--- src/rtl/ram_block_if.sv ---
// Memory bus between the CPU bus decoder (master) and ram_block (slave).
// Carries the req/ready handshake, the zero-fill command and the read/status strobes.
interface ram_block_if #(
  parameter int DATA_WIDTH = 8,
  parameter int ADDR_WIDTH = 9
);
  logic                  req;
  logic                  write_enable;
  logic [ADDR_WIDTH-1:0] address;
  logic [DATA_WIDTH-1:0] data_in;
  logic                  clear;
  logic                  ready;
  logic                  busy;
  logic [DATA_WIDTH-1:0] data_out;
  logic                  data_valid;
  logic                  error;

  modport master (
    output req, write_enable, address, data_in, clear,
    input  ready, busy, data_out, data_valid, error
  );

  modport slave (
    input  req, write_enable, address, data_in, clear,
    output ready, busy, data_out, data_valid, error
  );
endinterface

--- src/rtl/ram_block.sv ---
// Parametrised single-port on-chip RAM for the 8008 soft processor.
// Registered reads with a valid strobe, out-of-range flagging, and a
// zero-fill sequencer that runs after reset (optional) or on command.
module ram_block #(
  parameter int DATA_WIDTH     = 8,
  parameter int ADDR_WIDTH     = 9,
  parameter int DEPTH          = 512,
  parameter int CLEAR_ON_RESET = 1
) (
  input logic         clk,
  input logic         reset_n,
  ram_block_if.slave  bus
);

  typedef enum logic {
    ST_CLEAR = 1'b0,
    ST_IDLE  = 1'b1
  } state_t;

  // Index width covers the implemented words only; DEPTH <= 2**ADDR_WIDTH
  // guarantees IDX_W <= ADDR_WIDTH.
  localparam int                  IDX_W       = (DEPTH > 1) ? $clog2(DEPTH) : 1;
  localparam state_t              RESET_STATE = (CLEAR_ON_RESET != 0) ? ST_CLEAR : ST_IDLE;
  // One extra bit so that DEPTH == 2**ADDR_WIDTH is representable and the
  // range check is then always true.
  localparam logic [ADDR_WIDTH:0] DEPTH_CMP   = (ADDR_WIDTH + 1)'(DEPTH);
  localparam logic [IDX_W-1:0]    LAST_IDX    = IDX_W'(DEPTH - 1);

  // Storage is deliberately not reset so it maps onto block RAM.
  logic [DATA_WIDTH-1:0] mem [DEPTH];

  state_t                state_q, state_d;
  logic [IDX_W-1:0]      clear_addr_q, clear_addr_d;
  logic [DATA_WIDTH-1:0] data_out_q;
  logic                  data_valid_q, data_valid_d;
  logic                  error_q, error_d;

  logic                  in_range;
  logic [IDX_W-1:0]      acc_idx;
  logic                  mem_we;
  logic [IDX_W-1:0]      mem_waddr;
  logic [DATA_WIDTH-1:0] mem_wdata;
  logic                  rd_en;

  assign in_range = ({1'b0, bus.address} < DEPTH_CMP);
  assign acc_idx  = bus.address[IDX_W-1:0];

  // Next-state, single write-port arbitration and strobe generation.
  // In IDLE a clear request takes priority and the same-cycle req is dropped.
  always_comb begin
    state_d      = state_q;
    clear_addr_d = clear_addr_q;
    data_valid_d = 1'b0;
    error_d      = 1'b0;
    mem_we       = 1'b0;
    mem_waddr    = clear_addr_q;
    mem_wdata    = '0;
    rd_en        = 1'b0;
    case (state_q)
      ST_CLEAR: begin
        mem_we = 1'b1;
        if (clear_addr_q == LAST_IDX) begin
          state_d      = ST_IDLE;
          clear_addr_d = '0;
        end else begin
          clear_addr_d = clear_addr_q + IDX_W'(1);
        end
      end
      ST_IDLE: begin
        if (bus.clear) begin
          state_d = ST_CLEAR;
        end else if (bus.req) begin
          if (bus.write_enable) begin
            if (in_range) begin
              mem_we    = 1'b1;
              mem_waddr = acc_idx;
              mem_wdata = bus.data_in;
            end else begin
              error_d = 1'b1;
            end
          end else begin
            rd_en        = 1'b1;
            data_valid_d = 1'b1;
            error_d      = !in_range;
          end
        end
      end
      default: state_d = RESET_STATE;
    endcase
  end

  // Control registers; asynchronous reset drops any pending strobe.
  always_ff @(posedge clk or negedge reset_n) begin
    if (!reset_n) begin
      state_q      <= RESET_STATE;
      clear_addr_q <= '0;
      data_valid_q <= 1'b0;
      error_q      <= 1'b0;
    end else begin
      state_q      <= state_d;
      clear_addr_q <= clear_addr_d;
      data_valid_q <= data_valid_d;
      error_q      <= error_d;
    end
  end

  // Read data register: updated only by an accepted read, held otherwise.
  always_ff @(posedge clk or negedge reset_n) begin
    if (!reset_n) begin
      data_out_q <= '0;
    end else if (rd_en) begin
      data_out_q <= in_range ? mem[acc_idx] : '0;
    end
  end

  // Single write port shared by the fill sequencer and bus writes; held off during reset.
  always_ff @(posedge clk) begin
    if (mem_we && reset_n) begin
      mem[mem_waddr] <= mem_wdata;
    end
  end

  assign bus.ready      = (state_q == ST_IDLE);
  assign bus.busy       = (state_q == ST_CLEAR);
  assign bus.data_out   = data_out_q;
  assign bus.data_valid = data_valid_q;
  assign bus.error      = error_q;

endmodule

--- src/flat_wrapper.sv ---
// flat-port wrapper written by rule: the top's interface ports become plain ports
module ram_block_flat 
#(
  parameter int DATA_WIDTH     = 8,
  parameter int ADDR_WIDTH     = 9,
  parameter int DEPTH          = 512,
  parameter int CLEAR_ON_RESET = 1
)
  (clk, reset_n, bus_req, bus_write_enable, bus_address, bus_data_in, bus_clear, bus_ready, bus_busy, bus_data_out, bus_data_valid, bus_error);
  ram_block_if #(.DATA_WIDTH(DATA_WIDTH), .ADDR_WIDTH(ADDR_WIDTH)) bus_i ();
  input logic clk;
  input logic reset_n;
  input wire logic [$bits(bus_i.req)-1:0] bus_req;
  input wire logic [$bits(bus_i.write_enable)-1:0] bus_write_enable;
  input wire logic [$bits(bus_i.address)-1:0] bus_address;
  input wire logic [$bits(bus_i.data_in)-1:0] bus_data_in;
  input wire logic [$bits(bus_i.clear)-1:0] bus_clear;
  output wire logic [$bits(bus_i.ready)-1:0] bus_ready;
  output wire logic [$bits(bus_i.busy)-1:0] bus_busy;
  output wire logic [$bits(bus_i.data_out)-1:0] bus_data_out;
  output wire logic [$bits(bus_i.data_valid)-1:0] bus_data_valid;
  output wire logic [$bits(bus_i.error)-1:0] bus_error;
  assign bus_i.req = bus_req;
  assign bus_i.write_enable = bus_write_enable;
  assign bus_i.address = bus_address;
  assign bus_i.data_in = bus_data_in;
  assign bus_i.clear = bus_clear;
  assign bus_ready = bus_i.ready;
  assign bus_busy = bus_i.busy;
  assign bus_data_out = bus_i.data_out;
  assign bus_data_valid = bus_i.data_valid;
  assign bus_error = bus_i.error;
  ram_block #(.DATA_WIDTH(DATA_WIDTH), .ADDR_WIDTH(ADDR_WIDTH), .DEPTH(DEPTH), .CLEAR_ON_RESET(CLEAR_ON_RESET)) u_core (.clk(clk), .reset_n(reset_n), .bus(bus_i));
endmodule
--- config.mk ---
export PLATFORM = sky130hd
export DESIGN_NAME = ram_block_flat
export DESIGN_NICKNAME = d
export VERILOG_FILES = /design/src/rtl/ram_block_if.sv /design/src/rtl/ram_block.sv /design/src/flat_wrapper.sv
export SDC_FILE = /design/constraint.sdc
export NUM_CORES = 2
export LEC_CHECK = 0
export ABC_AREA = 1
export BUFFER_PORTS_ARGS = -buffer_cell sky130_fd_sc_hd__buf_4
export CORE_ASPECT_RATIO = 1.4
export CORE_MARGIN = 4
export CORE_UTILIZATION = 30
export CTS_BUF_LIST = sky130_fd_sc_hd__clkbuf_4 sky130_fd_sc_hd__clkbuf_8 sky130_fd_sc_hd__clkbuf_16
export DETAILED_ROUTE_END_ITERATION = 8
export PLACE_DENSITY = 0.4
export SLEW_MARGIN = 20
export SYNTH_ARGS = -nofsm -noshare
export SYNTH_HDL_FRONTEND = slang
export SYNTH_SLANG_ARGS = --single-unit
--- constraint.sdc ---
create_clock -name clk -period 17.1 [get_ports clk]
set_input_delay 3.42 -clock clk [delete_from_list [all_inputs] [get_ports clk]]
set_output_delay 3.42 -clock clk [all_outputs]
set_load 0.05 [all_outputs]
==> results.txt <==
----------------------------------------------------
[Run status]
  Status ... completed

[Routing]
  Iteration-0 DRC count of the detailed router ... 8437
  Number of optimization iterations in the first detailed-route pass ... 8
  Overall routed net length ... ~560 mm
  Drt wl/cell ... between 20 and 30 um
  Antenna viol nets, final ... 0
  DRC errors left ... 0
  Via count ... 106025
  Number of vias per cell after detailed routing ... 4.97

[Worst setup path]
  Arrival time at the worst endpoint ... a little under 9000 ps
  Required time reported for the critical path endpoint ... 18060 ps
  Critical path startpoint category ... input port
  Reg2Reg Launch Point ... u_core.bus.ready
  Path depth of the worst reg2reg path ... 8
  Endpoint kind of the worst setup timing path ... register
  End of the worst register-to-register path ... u_core.mem[439][3]
  Highest fanout seen on the critical path ... 105
  Reg-to-reg setup timing slack ... 11960 ps
  Type of the worst setup path ... input port to register

[Yosys]
  Fraction of registers with async set/reset ... 0.462%
  Most used DFF post-synth ... edfxtp_1
  Share of the synthesized area in compound gates (AO/OA/AOI/OAI) ... 0.0594%
  Number of warnings issued by yosys ... 0
  Most common cell in the netlist ... nand2_1
  Xor and xnor fraction of the mapped netlist area ... 0%
  Synthesized area divided by synthesized cell count ... 11.9 um2
  Fraction of post-synthesis cell area in the top cell type by area ... 73.9%
  Area share of fa/ha/maj cells after synthesis ... 0.0150%
  Dominant combinational cell family by area after synthesis ... simple AND/OR/NAND/NOR gates
  Number of standard cells after synthesis ... 13999
  Net count after synthesis ... 14023
  Share of cell area taken by muxes after synthesis ... 0%
  Yosys reg bits ... 4115
  Basic-gate share of the synthesized area counting and, or, nand and nor cells ... a little under a quarter
  Cell types with the largest area share after synthesis ... edfxtp_1, nand3_1, nand2_1, buf_2, nor2_1
  Post-synth EDFFs ... 4096
  Sequential share of the synthesized area ... 74.2%
  Largest area contributor in the synthesized netlist ... edfxtp_1
  Cell types with the highest counts after synthesis ... nand2_1, edfxtp_1, nand3_1
  Cell area after technology mapping ... approximately 170000 um2
  Synth cell types ... 26

[STA]
  Transition time of the tightest slew-check pin ... 1240 ps
  Final setup fails ... 0
  Headroom to the max-slew limit ... 17.1%
  RSZ-0062 raised after global routing ... no
  Part of the cycle the worst path needs ... between 40 and 50%
  Post-route setup TNS ... 0 ps
  Fmax ... 0.127 GHz
  Count of final hold-check violations ... 0
  Final period demand of the worst path ... 7890 ps
  Max-slew violations ... 0
  Final-layout worst hold slack ... 563 ps
  Worst clock skew ... 51.5 ps

[CTS]
  Post-CTS setup repair buffer count ... 0
  Number of hold buffers added after cts ... 0
  Register clock-pin slew on the reported worst setup and hold paths ... 70 ps
  Root buffer cell ... clkbuf_16
  Number of clock sinks seen by CTS ... between 4000 and 5000
  CTS HTree Levels ... 5
  Clk_lat worst skew ... 1030 ps
  Clock tree from TritonCTS ... yes
  Number of CTS-inserted buffers ... roughly 420
  Deepest clock path buffer count ... 4
  Number of gates resized after cts ... 0

[Hold path]
  Worst min-delay path category ... register to register
  Startpoint of the lowest-slack hold path ... u_core.clear_addr_q[8]
  Hold path cells ... 2
  Endpoint of the worst hold-timing path ... u_core.clear_addr_q[8]

[Floorplan]
  Die width ... 638 um
  Number of placement rows ... roughly 320
  Number of ports placed on the die boundary ... 34
  Initial core utilization ... 30.1%
  Vert. Die Dim ... 889 um
  Area of the core region ... between 500000 and 600000 um2
  Die area ... 567000 um2

[Placed design]
  Placement Cell Area ... 174000 um2
  Final Wtd Congestion ... a little under 0.8
  Final HPWL from detailed placement ... between 300 and 400 mm
  Port Buffer Count ... 32

[Power and ir drop]
  Cell internal pwr ... 16300 uW
  PwrDens ... ~120 nW/um2
  Seq pwr share ... 50.9%
  Sw Share ... 24.1%
  Sw power ... 5190 uW
  Peak ir drop on the vdd network ... ~83 uV
  Part of the power in the clock network ... between 40% and 50%
  Cell leakage power ... 0.0679 uW
  Combinational group share of total power ... 6.5%

[Final layout]
  Fill cells ... 54929
  Fin util ... 33.8%
  Register cell area after layout ... 123000 um2
  Synthesis-to-finish area growth ... 12.4%
  Area of all placed cells without fillers ... 187000 um2
  Layout net count ... 13711
  Area taken by multi-input logic gates ... 38700 um2
  Share of cells above drive strength 1 ... 6.76%

[Global route]
  Global Route Usage Sum ... 19.2%
  Largest net degree at the start of global routing ... 150
  Via count of the first global-routing pass ... 104706
  First-pass GRT wire length ... between 700 and 800 mm
  Initial antenna violation count ... 29
  Total global routing overflow ... 0

[Job]
  Maximum Capacitance Violations ... 0

----------------------------------------------------
==> layout by cell type, fill, tap and decap left out, types with 2 or more instances in the layout <==
cell	instances
a21oi_1	3
buf_12	24
buf_4	229
buf_8	3
bufinv_16	32
clkbuf_16	420
clkbuf_4	95
clkbuf_8	2
clkinv_1	98
clkinv_16	2
clkinv_2	72
clkinv_8	3
clkinvlp_4	10
dfrtp_1	19
diode_2	6
edfxtp_1	4096
ha_1	2
inv_1	33
inv_16	3
inv_6	10
inv_8	5
nand2_1	4179
nand2_4	16
nand3_1	4082
nor2_1	527
nor2_4	12
nor3_1	5
nor3_2	3
nor3b_1	3
nor4_1	3
o21ai_0	11
o21ai_1	3
==> registers in the layout, summed over array words and instances (netlist names) <==
name / count
u_core.bus.data_out: 8
u_core.bus.data_valid: 1
u_core.bus.ready: 1
u_core.clear_addr_q: 9
u_core.mem: 4096
==> critical path, cell delays in order <==
cell,delay [ps]
buf_16,370
buf_4,610
buf_4,850
buf_4,590
buf_4,700
nand2_1,120
nand3_1,120
nand3_1,100
nand3_1,150
nand3_1,220
nand3_1,210
nand3_1,300
nand3_1,430
nand3_1,120
nand2_1,100
nand2_1,50
nand2_1,60
==> layer usage <==
metal | routed length (um) | vias to the layer above | track usage (%)
met5 | 14 | - | 0
met4 | 15200 | 2 | 4.91
met3 | 23700 | 652 | 2.18
met2 | 278000 | 2422 | 33.2
met1 | 243000 | 53793 | 25.5
li1 | - | 49156 | -
==> cell type report <==
type | instances | share of cell area [%]
inverter | 40 | 0.101
antenna | 6 | 0.00803
tap | 7312 | 4.89
clock buffer | 517 | 6.02
multi-input combinational | 8856 | 20.7
sequential | 4115 | 66.0
clock inverter | 229 | 1.08
timing repair buffer | 258 | 1.22
==> stage by stage <==
| step | power [uW] | cells | setup WS [ps] |
|---|---|---|---|
| 5_1_grt | 22200 | 21328 | 9010 |
| 3_3_place_gp | 12600 | 20581 | 8050 |
| 3_5_place_dp | 12600 | 20581 | 8140 |
| 2_1_floorplan | 11900 | 13999 | -1150 |
| 6_report | 21500 | 21333 | 9210 |
| 4_1_cts | 21800 | 21327 | 9270 |
==> power by group through the flow <==
stage | combinational [uW] | sequential, uW | clock (uW)
CTS | 1440 | 11000 | 9380
global route | 1500 | 11000 | 9760
floorplan | 712 | 11200 | 0
detailed placement | 1440 | 11200 | 0
finish | 1410 | 11000 | 9160
global placement | 1440 | 11200 | 0
==> worst max-delay path by stage <==
stage / cells past startpoint / end / slack [ps] / startpoint
2_1_floorplan: 5 / u_core.mem[0][0] / -1150 / bus_write_enable
3_3_place_gp: 17 / u_core.bus.data_out[6] / 8050 / bus_address[1]
3_5_place_dp: 17 / u_core.bus.data_out[6] / 8140 / bus_address[1]
4_1_cts: 17 / u_core.bus.data_out[6] / 9270 / bus_address[0]
5_1_grt: 17 / u_core.bus.data_out[3] / 9010 / bus_address[0]
6_report: 17 / u_core.bus.data_out[6] / 9210 / bus_address[0]
==> kinds of logic after synthesis <==
logic type,Yosys count
simple gates,8834
flops,4115
buf+inv,1028
fa+ha+maj,2
compound gates,19
other cells,1
No activity file was read; power rests on OpenSTA's default activity.
